==> src/rtl/doodle_pkg.sv <==
// rtl/doodle_pkg.sv - shared types and constants for the doodle pin scanner.
package doodle_pkg;

  localparam int BYTE_W            = 8;
  localparam int DEF_SETTLE_CYCLES = 2;
  localparam int DEF_SYNC_STAGES   = 2;

  typedef enum logic [1:0] {
    IDLE,
    SHIFT,
    SETTLE
  } state_t;

endpackage

==> src/rtl/pin_sync_edge.sv <==
// rtl/pin_sync_edge.sv - N-stage input synchroniser with level and rise/fall pulses.
module pin_sync_edge #(
  parameter int STAGES = 2
) (
  input  logic clk,
  input  logic rst,
  input  logic din,
  output logic level,
  output logic rise,
  output logic fall
);

  logic [STAGES-1:0] sync_q;
  logic              prev_q;

  // Chain resets low so a cs_n already held low after reset never looks like a new frame.
  always_ff @(posedge clk) begin
    if (rst) begin
      sync_q <= '0;
      prev_q <= 1'b0;
    end else begin
      sync_q <= {sync_q[STAGES-2:0], din};
      prev_q <= sync_q[STAGES-1];
    end
  end

  assign level = sync_q[STAGES-1];
  assign rise  = level & ~prev_q;
  assign fall  = ~level & prev_q;

endmodule

==> src/rtl/doodle_pin_scanner.sv <==
// rtl/doodle_pin_scanner.sv - serial-to-pin driver that applies a byte, settles, and
// samples the doodle response for return during the next byte.
module doodle_pin_scanner
  import doodle_pkg::*;
#(
  parameter int SETTLE_CYCLES = DEF_SETTLE_CYCLES,
  parameter int SYNC_STAGES   = DEF_SYNC_STAGES
) (
  input  logic              clk,
  input  logic              rst,
  input  logic              sclk_i,
  input  logic              cs_n_i,
  input  logic              mosi_i,
  output logic              miso_o,
  output logic [BYTE_W-1:0] dut_ui_o,
  input  logic [BYTE_W-1:0] dut_uo_i,
  output logic              busy_o,
  output logic              ovr_o,
  output logic [7:0]        frame_cnt_o
);

  localparam logic [3:0] SETTLE_LOAD = 4'(SETTLE_CYCLES - 1);

  state_t            state_q, state_d;
  logic [2:0]        bit_cnt_q;
  logic [BYTE_W-1:0] rx_sr_q, tx_sr_q, capture_q;
  logic [3:0]        settle_cnt_q;

  logic sclk_rise, sclk_fall, sclk_level_unused;
  logic cs_level, cs_rise, cs_fall;
  logic mosi_level, mosi_rise_unused, mosi_fall_unused;
  logic bit_take, byte_done, capture_now;

  pin_sync_edge #(.STAGES(SYNC_STAGES)) u_sync_sclk (
    .clk(clk), .rst(rst), .din(sclk_i),
    .level(sclk_level_unused), .rise(sclk_rise), .fall(sclk_fall)
  );

  pin_sync_edge #(.STAGES(SYNC_STAGES)) u_sync_cs (
    .clk(clk), .rst(rst), .din(cs_n_i),
    .level(cs_level), .rise(cs_rise), .fall(cs_fall)
  );

  pin_sync_edge #(.STAGES(SYNC_STAGES)) u_sync_mosi (
    .clk(clk), .rst(rst), .din(mosi_i),
    .level(mosi_level), .rise(mosi_rise_unused), .fall(mosi_fall_unused)
  );

  always_comb begin
    state_d     = state_q;
    bit_take    = 1'b0;
    byte_done   = 1'b0;
    capture_now = 1'b0;
    unique case (state_q)
      IDLE: begin
        if (cs_fall) state_d = SHIFT;
      end
      SHIFT: begin
        if (cs_rise) begin
          state_d = IDLE;
        end else if (sclk_rise) begin
          bit_take = 1'b1;
          if (bit_cnt_q == 3'd7) begin
            byte_done = 1'b1;
            state_d   = SETTLE;
          end
        end
      end
      SETTLE: begin
        if (!cs_rise && sclk_rise) begin
          bit_take  = 1'b1;
          byte_done = (bit_cnt_q == 3'd7);
        end
        // A fresh byte restarts settling and wins over a capture due this cycle.
        if (!byte_done && settle_cnt_q == 4'd0) begin
          capture_now = 1'b1;
          state_d     = cs_level ? IDLE : SHIFT;
        end
      end
      default: state_d = IDLE;
    endcase
  end

  always_ff @(posedge clk) begin
    if (rst) begin
      state_q      <= IDLE;
      bit_cnt_q    <= '0;
      rx_sr_q      <= '0;
      tx_sr_q      <= '0;
      capture_q    <= '0;
      settle_cnt_q <= '0;
      dut_ui_o     <= '0;
      ovr_o        <= 1'b0;
      frame_cnt_o  <= '0;
    end else begin
      state_q <= state_d;
      if (state_q == IDLE) begin
        bit_cnt_q <= '0;
        tx_sr_q   <= capture_q;
      end else begin
        if (state_q == SHIFT && cs_rise) begin
          bit_cnt_q <= '0;
        end else if (bit_take) begin
          rx_sr_q   <= {rx_sr_q[BYTE_W-2:0], mosi_level};
          bit_cnt_q <= bit_cnt_q + 3'd1;
        end

        if (byte_done) begin
          dut_ui_o     <= {rx_sr_q[BYTE_W-2:0], mosi_level};
          settle_cnt_q <= SETTLE_LOAD;
          if (state_q == SETTLE) ovr_o <= 1'b1;
        end else if (state_q == SETTLE && settle_cnt_q != 4'd0) begin
          settle_cnt_q <= settle_cnt_q - 4'd1;
        end

        // The fall trailing the 8th rise (bit_cnt back at 0) must not eat the next MSB.
        if (capture_now) begin
          capture_q   <= dut_uo_i;
          tx_sr_q     <= dut_uo_i;
          frame_cnt_o <= frame_cnt_o + 8'd1;
          if (bit_cnt_q != 3'd0) ovr_o <= 1'b1;
        end else if (sclk_fall && bit_cnt_q != 3'd0) begin
          tx_sr_q <= {tx_sr_q[BYTE_W-2:0], 1'b0};
        end
      end
    end
  end

  assign busy_o = (state_q != IDLE);
  assign miso_o = busy_o & tx_sr_q[BYTE_W-1];

endmodule
==> config.mk <==
export PLATFORM = sky130hd
export DESIGN_NAME = doodle_pin_scanner
export DESIGN_NICKNAME = d
export VERILOG_FILES = /design/src/rtl/doodle_pkg.sv /design/src/rtl/pin_sync_edge.sv /design/src/rtl/doodle_pin_scanner.sv
export SDC_FILE = /design/constraint.sdc
export NUM_CORES = 1
export LEC_CHECK = 0
export ABC_AREA = 1
export ABC_CLOCK_PERIOD_IN_PS = 1720
export CORE_ASPECT_RATIO = 0.7
export CORE_MARGIN = 3
export CORE_UTILIZATION = 50
export DETAILED_ROUTE_END_ITERATION = 7
export PLACE_DENSITY = 0.81
export SKIP_CTS_REPAIR_TIMING = 1
export SLEW_MARGIN = 15
export SYNTH_ARGS = -nofsm -noshare
export SYNTH_HDL_FRONTEND = slang
export SYNTH_HIERARCHICAL = 1
export SYNTH_SLANG_ARGS = --single-unit
==> constraint.sdc <==
create_clock -name clk -period 1.72 [get_ports clk]
set_input_delay 0.172 -clock clk [delete_from_list [all_inputs] [get_ports clk]]
set_output_delay 0.172 -clock clk [all_outputs]
set_load 0.05 [all_outputs]
==> impl_metrics.json <==
{
  "maxSlewViolCount": 0,
  "leakage_nw": 1.59,
  "num_rows": 21,
  "io_pins": 32,
  "yosys_warnings": 6,
  "cts_tree": "built",
  "dr.pass1.iters": 4,
  "grt_pass1_wl_mm": 10.2,
  "multi_input_area_um2": 1400,
  "setup.worst_path.end_class": "output pin",
  "syn_inst": 383,
  "syn_nets": 406,
  "cp_cell_sequence": "clkdlybuf4s50_1",
  "place_area_um2": 3140,
  "fin_worst_skew_ps": 7.67,
  "design_area_um2": 3460,
  "core_um2": 5020,
  "seq_area_um2": 1140,
  "place_congestion": 0.795,
  "synth_area_um2": 2740,
  "n_antenna_cell": 0,
  "critPathTopFamily": "buffers and inverters",
  "p_per_area_nw_per_um2": 1270,
  "start_util_pct": 54.6,
  "drive_gt1_share_pct": 15.0,
  "vias": 2550,
  "dieArea_um2": 6420,
  "timing.fmax_ghz": 0.600,
  "cts_buffer_depth": 2,
  "n_fill_cell": 419,
  "track_usage_pct": 20.9,
  "via_per_inst": 5.08,
  "slowest_stage": "clkdlybuf4s50_1",
  "die_w_um": 94.5,
  "worstSkewPairLatency_ps": 350,
  "hp-class": "in -> reg",
  "worst_pin_slew_ps": 505,
  "cap_violations": 0,
  "drc": 0,
  "ir_worst_vdd_mv": 0.513,
  "wl_mm": 6.11,
  "outcome": "completed",
  "ant_nets": 0,
  "cts_buffers": 9,
  "clkTransAtPathRegs_ps": 70,
  "worst_hold_startpoint": "cs_n_i",
  "min_to": "u_sync_cs/sync_q[0]",
  "wl_per_cell_um": 12.2,
  "worst_ep_required_time_ps": 1550,
  "ff2ff_setup_slack_ps": 100,
  "avgSynthCellArea_um2": 7.16,
  "syn_to_final_growth_pct": 26.2,
  "post-route-period-util_pct": 96.9,
  "reg2regPathDepth": 10,
  "crit_fanout": 2,
  "grt_max_degree": 37,
  "htreeDepth": 3,
  "hold_viol": 0,
  "place_hpwl_mm": 4.13,
  "final_common_cell": "nand2_1",
  "arrival_ps": 1490,
  "hold_depth": 3,
  "fin_nets": 451,
  "rr_startpoint": "bit_cnt_q[0]",
  "slowest_delay_ps": 810,
  "overflow": 0,
  "total_power_mw": 4.41,
  "timing.rr.end": "tx_sr_q[7]",
  "slew_headroom_pct": 66.3,
  "worst-path-buf-inv": 1,
  "port_buffers": 31,
  "numClockSinks": 57,
  "drt_iter0_drc": 163,
  "setup_viol": 0,
  "final_cell_mix": "nand2_1, nor2_1, dfxtp_1",
  "crit_type": "reg -> out",
  "min_period_ps": 1670,
  "antenna_found_initial": 0,
  "die_y_um": 68.0,
  "critPathLaunchType": "flip-flop",
  "grt_pass1_vias": 2245,
  "clockRootBuffer": "clkbuf_8"
}
==> power by group <==
| group | leakage (nW) | switching, mW | internal [mW] |
|---|---|---|---|
| combinational | 1.02 | 0.948 | 0.589 |
| sequential | 0.464 | 0.0855 | 1.46 |
| clock | 0.107 | 0.534 | 0.787 |
| total | 1.59 | 1.57 | 2.84 |
==> how the worst max path moves through the flow <==
stage            startpoint  slack [ps]  cells after the start              to
6_report        dut_ui_o[0]          50                      1     dut_ui_o[0]
5_1_grt        bit_cnt_q[1]         -30                     10      tx_sr_q[7]
4_1_cts          state_q[0]        -100                      5          busy_o
3_5_place_dp   bit_cnt_q[0]          60                      9  frame_cnt_o[1]
3_3_place_gp     state_q[0]          80                      8           ovr_o
2_1_floorplan    state_q[0]          50                      4          miso_o
==> metal layers <==
metal / up-vias / routed length [um] / global-route usage, %
met3: 7 / 395 / 8.68
met2: 76 / 2820 / 33.0
met5: - / 0 / 0
met1: 1165 / 2830 / 26.3
met4: 0 / 66 / 6.47
li1: 1302 / - / -
==> worst register-to-register path, cell delays in order, from the launching register on <==
cell and delay, ps:
dfxtp_2 340, ha_1 170, ha_2 200, nand2_2 100, nor2_8 190, buf_4 150, nor2_4 40, nand3_1 100
nand2_1 80, nor2_1 120, nor2_1 40
==> flip-flops by register name, indices dropped and copies added, names as in the netlist <==
signal	count
u_sync_cs/sync_q	2
settle_cnt_q	4
u_sync_cs/prev_q	1
dut_ui_o	8
u_sync_sclk/prev_q	1
bit_cnt_q	3
capture_q	8
rx_sr_q	7
tx_sr_q	8
state_q	2
u_sync_sclk/sync_q	2
frame_cnt_o	8
ovr_o	1
u_sync_mosi/sync_q	2
==> through the flow <==
stage,cells,hold slack (ps),util (%),setup WS [ps],setup TNS [ps]
after global routing,502,365,69.0,-27.9,-36.0
after global placement,480,391,62.6,80.7,0
after floorplan,383,243,-,50.3,0
after detailed placement,480,397,62.6,55.6,0
final,502,354,69.0,54.2,0
after CTS,496,340,66.8,-104,-179
==> final cells by class <==
cell class,count,share of cell area (%)
Tap cell,69,2.49
Sequential cell,57,33.1
Timing Repair Buffer,44,12.8
Clock buffer,14,4.99
Multi-Input combinational cell,271,40.6
Inverter,45,5.03
Clock inverter,2,1.01
(Power assumes the default switching activity.)
